<file path="src/rtl/soc_dbg_pkg.sv">
// Shared command/response byte codes and FSM state type for the UART debug bus master.
package soc_dbg_pkg;

    localparam logic [7:0] CMD_WR   = 8'h57;  // 'W'
    localparam logic [7:0] CMD_RD   = 8'h52;  // 'R'
    localparam logic [7:0] CMD_STAT = 8'h53;  // 'S'

    localparam logic [7:0] RSP_OK   = 8'h4B;  // 'K'
    localparam logic [7:0] RSP_ERR  = 8'h45;  // 'E'
    localparam logic [7:0] RSP_BAD  = 8'h3F;  // '?'

    typedef enum logic [2:0] {
        IDLE,
        GET_ADDR,
        GET_DATA,
        BUS,
        RESP
    } dbg_state_e;

endpackage

</file>
<file path="src/rtl/dbg_timeout_ctr.sv">
// Bus-wait counter: cleared on BUS entry, counts stalled cycles, flags the last allowed cycle.
module dbg_timeout_ctr #(
    parameter int unsigned TIMEOUT = 255
) (
    input  logic clk,
    input  logic rst_n,
    input  logic clr,
    input  logic inc,
    output logic last
);

    localparam int unsigned CW = $clog2(TIMEOUT + 1);

    logic [CW-1:0] count;

    always_ff @(posedge clk or negedge rst_n) begin
        if (!rst_n) begin
            count <= '0;
        end else if (clr) begin
            count <= '0;
        end else if (inc) begin
            count <= count + 1'b1;
        end
    end

    // Asserted in the cycle whose stall would bring the count to TIMEOUT.
    assign last = (count == CW'(TIMEOUT - 1));

endmodule

</file>
<file path="src/rtl/uart_dbg_master.sv">
// Host-byte-stream debug master: parses W/R/S commands and issues single-beat bus transactions.
module uart_dbg_master
    import soc_dbg_pkg::*;
#(
    parameter int unsigned TIMEOUT = 255
) (
    input  logic       clk,
    input  logic       rst_n,
    input  logic       rx_valid,
    input  logic [7:0] rx_data,
    output logic [7:0] tx_data,
    output logic       tx_valid,
    input  logic       tx_ready,
    output logic [7:0] m_addr,
    output logic [7:0] m_wdata,
    output logic       m_we,
    output logic       m_valid,
    input  logic [7:0] m_rdata,
    input  logic       m_ready,
    output logic       busy,
    output logic       overrun
);

    dbg_state_e state, state_nxt;
    logic       rx_drop;
    logic       stat_clr;
    logic       tmo_last;
    logic       bus_enter;

    always_ff @(posedge clk or negedge rst_n) begin
        if (!rst_n) begin
            state <= IDLE;
        end else begin
            state <= state_nxt;
        end
    end

    always_comb begin
        state_nxt = state;
        rx_drop   = 1'b0;
        m_valid   = (state == BUS);
        tx_valid  = (state == RESP);
        busy      = (state != IDLE);
        case (state)
            IDLE: begin
                if (rx_valid) begin
                    if (rx_data == CMD_WR || rx_data == CMD_RD) begin
                        state_nxt = GET_ADDR;
                    end else begin
                        state_nxt = RESP;
                    end
                end
            end
            GET_ADDR: begin
                if (rx_valid) begin
                    state_nxt = m_we ? GET_DATA : BUS;
                end
            end
            GET_DATA: begin
                if (rx_valid) begin
                    state_nxt = BUS;
                end
            end
            BUS: begin
                rx_drop = rx_valid;
                if (m_ready || tmo_last) begin
                    state_nxt = RESP;
                end
            end
            RESP: begin
                rx_drop = rx_valid;
                if (tx_ready) begin
                    state_nxt = IDLE;
                end
            end
            default: begin
                state_nxt = IDLE;
            end
        endcase
    end

    assign bus_enter = (state_nxt == BUS) && (state != BUS);
    assign stat_clr  = (state == IDLE) && rx_valid && (rx_data == CMD_STAT);

    dbg_timeout_ctr #(
        .TIMEOUT (TIMEOUT)
    ) u_tmo (
        .clk   (clk),
        .rst_n (rst_n),
        .clr   (bus_enter),
        .inc   ((state == BUS) && !m_ready),
        .last  (tmo_last)
    );

    // Command kind is latched from the first byte so m_we is settled before BUS.
    always_ff @(posedge clk or negedge rst_n) begin
        if (!rst_n) begin
            tx_data <= '0;
            m_addr  <= '0;
            m_wdata <= '0;
            m_we    <= 1'b0;
        end else begin
            case (state)
                IDLE: begin
                    if (rx_valid) begin
                        if (rx_data == CMD_WR || rx_data == CMD_RD) begin
                            m_we    <= (rx_data == CMD_WR);
                            m_wdata <= '0;
                        end else if (rx_data == CMD_STAT) begin
                            tx_data <= {7'b0, overrun};
                        end else begin
                            tx_data <= RSP_BAD;
                        end
                    end
                end
                GET_ADDR: if (rx_valid) m_addr <= rx_data;
                GET_DATA: if (rx_valid) m_wdata <= rx_data;
                BUS: begin
                    if (m_ready) begin
                        tx_data <= m_we ? RSP_OK : m_rdata;
                    end else if (tmo_last) begin
                        tx_data <= RSP_ERR;
                    end
                end
                default: ;
            endcase
        end
    end

    always_ff @(posedge clk or negedge rst_n) begin
        if (!rst_n) begin
            overrun <= 1'b0;
        end else if (rx_drop) begin
            overrun <= 1'b1;
        end else if (stat_clr) begin
            overrun <= 1'b0;
        end
    end

endmodule

</file>
<file path="config.mk">
export PLATFORM = sky130hd
export DESIGN_NAME = uart_dbg_master
export DESIGN_NICKNAME = d
export VERILOG_FILES = /design/src/rtl/soc_dbg_pkg.sv /design/src/rtl/dbg_timeout_ctr.sv /design/src/rtl/uart_dbg_master.sv
export SDC_FILE = /design/constraint.sdc
export NUM_CORES = 1
export LEC_CHECK = 0
export ABC_AREA = 1
export BUFFER_PORTS_ARGS = -buffer_cell sky130_fd_sc_hd__buf_2
export CAP_MARGIN = 30
export CORE_MARGIN = 3
export CORE_UTILIZATION = 34
export CTS_CLUSTER_DIAMETER = 50
export DETAILED_ROUTE_END_ITERATION = 8
export GPL_TIMING_DRIVEN = 0
export PLACE_DENSITY = 0.65
export SETUP_SLACK_MARGIN = 0.3
export SYNTH_ARGS = -nofsm -noshare
export SYNTH_HDL_FRONTEND = slang
export SYNTH_SLANG_ARGS = --single-unit
</file>
<file path="constraint.sdc">
create_clock -name clk -period 1.5 [get_ports clk]
set_input_delay 0 -clock clk [delete_from_list [all_inputs] [get_ports clk]]
set_output_delay 0 -clock clk [all_outputs]
set_load 0.02 [all_outputs]
</file>
# After elaboration in Yosys (flattened, before gate mapping)
# Index checks and enable logic that the tools add are counted.
[op_classes]
n_addsub = 1
eq_ne = 15
muxes = 24
reduce_logical = 18
[ops]
columns = ["operator", "count"]
rows = [
  ["two-way mux 8 bit", 10],
  ["case mux 8 bit (2 select lines)", 2],
  ["== test 8 x 7 -> 1 bit (second input constant)", 3],
  ["two-way mux 3 bit", 6],
  ["case mux 3 bit (5 select lines)", 1],
  ["== test 3 x 2 -> 1 bit (second input constant)", 3],
  ["adder 8 x 1 -> 8 bit (second input constant)", 1],
  ["== test 8 bit (second input constant)", 1],
  ["AND reduction 4 bit", 2],
  ["nonzero test 2 bit", 4],
  ["two-way mux 6 bit", 1],
  ["inequality test 2 bit (second input constant)", 3],
  ["logical AND 1 bit", 4],
  ["two-way mux 1 bit", 4],
  ["== test 3 x 1 -> 1 bit (second input constant)", 1],
  ["== test 3 bit (second input constant)", 1],
  ["logical NOT 3 bit", 1],
  ["inequality test 3 x 1 -> 1 bit (second input constant)", 1],
  ["inequality test 3 x 2 -> 1 bit (second input constant)", 1],
  ["AND reduction 3 bit", 1],
  ["nonzero test 3 bit", 1],
  ["logical OR 1 bit", 2],
  ["inequality test 2 x 1 -> 1 bit (second input constant)", 1],
  ["AND reduction 2 bit", 1],
  ["2 further kinds", 2],
]
[word_totals]
register_bits = 37
output_inout_bits = 29
wordCells = 65

# Depth between registers and ports, before layout
[depth]
word_depth = 8
ltp_mapped = 9
depth_no_buf = 9

# Cells and area by module
# A second synthesis with hierarchy kept.
[hier_totals]
hier_cells = 235
area_unflattened_um2 = 1890.6
[by_module_without_submodules]
columns = ["module", "instances", "cells_each", "area_per_inst_um2", "seq_area_each_um2"]
rows = [
  ["uart_dbg_master", 1, 176, 1423.9, 725.7],
  ["dbg_timeout_ctr", 1, 59, 466.7, 200.2],
]

# Worst setup path after synthesis
# OpenSTA, ideal clock, no wires.
[synth_timing]
path_kind = "register to register"
start = "register state[1]"
end = "register overrun"
arrival_time_ns = 1.311
required_time_ns = 1.432
setup_slack_ns = 0.121
path_stages_with_launch = 4
synth_period_minus_slack_ns = 1.379
path_cell_list = "dfrtp_1 -> nor3_1 -> o21ai_0 -> nand2_1"
[synth_via]
elab_chain_len = 4
elab_cells_between_ends = 9
[synth_lines]
columns = ["item", "line", "text"]
rows = [
  ["start: declaration", "uart_dbg_master.sv:24", "dbg_state_e state, state_nxt;"],
  ["start signal: assignment", "uart_dbg_master.sv:34", "state <= state_nxt;"],
  ["== test 3 bit *", "-", ""],
  ["via tx_valid", "uart_dbg_master.sv:12", "output logic tx_valid,"],
  ["OR reduction 2 bit (no line) *", "-", ""],
  ["two-way mux 1 bit *", "uart_dbg_master.sv:44", "case (state)"],
  ["two-way mux 1 bit / nonzero test 2 bit (equally long branches)", "-", ""],
  ["end signal: assignment", "uart_dbg_master.sv:132", "overrun <= 1'b0;"],
  ["end signal: assignment", "uart_dbg_master.sv:134", "overrun <= 1'b1;"],
  ["end signal: assignment", "uart_dbg_master.sv:136", "overrun <= 1'b0;"],
  ["end: declaration", "uart_dbg_master.sv:21", "output logic overrun"],
]
# Mark *: on every way through the listed nets, which the timed path passes. The rest lies on a longest branch.
# A chain may end at the register's enable or synchronous reset.

# Worst setup path after layout
[layout_timing]
start = "register state[0]"
end = "register m_addr[3]"
[layout_via]
elab_chain_len = 2
[layout_lines]
columns = ["item", "line", "text"]
rows = [
  ["== test 3 x 1 -> 1 bit", "uart_dbg_master.sv:103", "case (state)"],
  ["AND reduction 2 bit (no line)", "-", ""],
  ["end signal: assignment", "uart_dbg_master.sv:116", "GET_ADDR: if (rx_valid) m_addr <= rx_data;"],
  ["end: declaration", "uart_dbg_master.sv:14", "output logic [7:0] m_addr,"],
]
# Every way passes these cells.

==> reports/metrics.cfg <==
[final_layout]
nets = 333
fin_util = 0.512
drive_above_1_share = 0.381
fill_cells = 509
insertedDiodeCount = 0
synthToLayoutAreaGrowth_pct = 42.0
final_cell_area_um2 = 2700

[detailed_routing]
drc_errors = 0
avgRoutedWirePerCell_um = 12.7
detail-route-antenna-nets = 0
routed_via_density = 4.71
vias = 1790
first_pass_iters = 4
first_iter_violations = 115
wl_um = 4840

[placement]
gp_congestion = 0.777
placed_cell_area_um2 = 2280
detailedPlace.worstSlack_ns = 0.0770
port_buffers = 49
hpwl_um = 3200

[clock_tree]
cts_max_path_buffers = 2
clk_root_buffer_cell = clkbuf_8
cts_tree = done
clkTransAtPathRegs_ns = 0.07
clkLatencyLatePin_ns = 0.28
htreeDepth = 2
cts_buffers = 5
cts.sinks = 37

[floorplanning]
initial_utilization = 0.361
die_w_um = 80.8
fp.dieH_um = 80.8
io_pins = 50
num_rows = 26
dieArea_um2 = 6530
core-area_um2 = 5270

[timing]
final_max_slew_viol_count = 0
finalCriticalPeriod_ns = 1.36
fmax_ghz = 0.736
fin_skew_ns = 0.00830
rsz0062_at_grt = true
tns_ns = 0
worst_slew_pin_slew_ns = 0.827
maxSlewHeadroom = 0.448
fin_crit_sh = 0.906
final-hold-violation-count = 0
finalWorstSetupSlack_ns = 0.141
setup_viol = 0

[synthesis]
ys_seq_area_frac = 0.487
syn-num-nets = 250
synth_ff_type = dfrtp_1
synth.area.top_cells = dfrtp_1 49%, nand2_1 14%, nand3_1 9.2%
synth-seq-cells = 37
yosysMostFrequentCell = nand2_1
async_flop_share = 1.00
synth_area_per_cell_um2 = 8.38
synth_area_um2 = 1900
yosysUniqueCellTypes = 31
synth_largest_area_cell = dfrtp_1
synth-edff-count = 0
yosys_warnings = 0
synth_top_area_frac = 0.487
postSynthCellCount = 227
ys_top_cells_by_count = 69 x nand2_1, 37 x dfrtp_1, 35 x nand3_1

[grt]
grt_max_degree = 38
antenna_found_initial = 0
overflow = 0
grt_pass1_wl_um = 8050
grtUsageTotal = 0.157
grt_pass1_vias = 1743

[critical_path]
critPathKind = reg -> reg
crit_arrival_ns = 1.52
required_ns = 1.66
critPathMaxFanout = 9
cp-end-kind = flop
start_kind = flop

[job]
drv_cap = 0

[worst_hold_path]
hold_path_class = in -> reg

[power_and_ir_drop]
power_uw = 4450
leakagePower_uw = 0.00148
power.density_nw_per_um2 = 1650
vdd_ir_drop_max_mv = 0.582

[outcome]
status = finished clean

[metal layers]
metal | vias up | routed length [um] | global-route usage | part of all wire
li1 | 903 | - | - | -
met1 | 840 | 2140 | 0.195 | 0.44
met2 | 39 | 2460 | 0.272 | 0.51
met3 | 8 | 184 | 0.0399 | 0.038
met4 | 0 | 56 | 0.0405 | 0.012
met5 | - | 0 | 0 | 0
[final cells by class]
| cell class | instances | area (um^2) | area share |
|---|---|---|---|
| plain buffers | 3 | 26.3 | 0.00973 |
| clock buffers | 7 | 86.3 | 0.0320 |
| inverters | 22 | 83.8 | 0.0310 |
| multi-input cells | 167 | 978 | 0.362 |
| flip-flops and latches | 37 | 930 | 0.344 |
| well taps | 70 | 87.6 | 0.0324 |
| repair buffers | 74 | 508 | 0.188 |
[stage by stage]
stage | hold slack (ns) | cells
after global routing | 0.00535 | 380
after detailed placement | 0.160 | 346
after floorplan | -0.296 | 227
after global placement | 0.158 | 346
after CTS | 0.00917 | 375
final | 0.0100 | 380
[power by group]
part / total (uW) / switching, uW / internal (uW)
clock network: 700 / 336 / 365
logic: 2190 / 1220 / 978
registers: 1560 / 225 / 1330
total: 4450 / 1780 / 2670
[path summary, 6_finish.rpt]
check                           slack [ns]       start    endpoint  depth (start not counted)
worst min register to register        0.47  m_wdata[0]  m_wdata[0]                          2
min in group asynchronous             0.35       rst_n   m_addr[5]                          2
worst max-delay path                  0.14    state[0]   m_addr[3]                          5
max in group asynchronous             0.57       rst_n    state[0]                          2
worst max register to register        0.14    state[0]   m_addr[3]                          5
worst min-delay path                  0.01  rx_data[0]  m_wdata[0]                          3
[state kept, by name, indices dropped and copies added, names as in the netlist]
signal,cells
m_addr,8
m_wdata,8
m_we,1
overrun,1
state,3
tx_data,8
u_tmo.count,8
[placed cells by master (no fill, tap or decap)]
master          n
ha_1            2
inv_2           6
dfrtp_1        34
o21ai_0         4
xnor2_1         1
mux2_2          1
nand3_1        32
buf_12          2
nor2_4          3
buf_4          12
nand3_4         2
clkbuf_1        2
o21ai_1         9
or2_0           1
buf_2          46
clkbuf_8        6
inv_1          15
nand3_2         7
a21oi_1         2
dlygate4sd3_1   8
or2_2           1
nand2_1        64
nor3_4          2
nand2_4         5
nand4_1         2
nand3b_1        1
buf_6           8
nor2_8          1
clkinv_2        1
nor2_1         14
mux2_4          5
o22ai_1         1
nand2_2         7
dfrtp_2         3
[worst max-delay path, cell delays in order (launching register included)]
cell and delay, ns:
dfrtp_2 0.41, inv_2 0.06, nor2_4 0.18, nand3_2 0.13, buf_6 0.17, mux2_4 0.30
[cells by family after synthesis]
group,after synthesis,share of synthesized area
flops,37,0.487
mux,6,0.0355
simple gates,140,0.363
compound gates,16,0.0428
xor+xnor,1,0.00461
buf+inv,25,0.0546
fa+ha+maj,2,0.0132
[timing repair]
item,4_1_cts,5_1_grt
endpoints found under the hold margin,44,0
setup endpoints to repair,36,40
buffers inserted,12,5
gates resized for setup,13,17
gates cloned,2,0
pin swaps,7,8
hold buffers,8,0
Power figures use the tool's default switching activity.
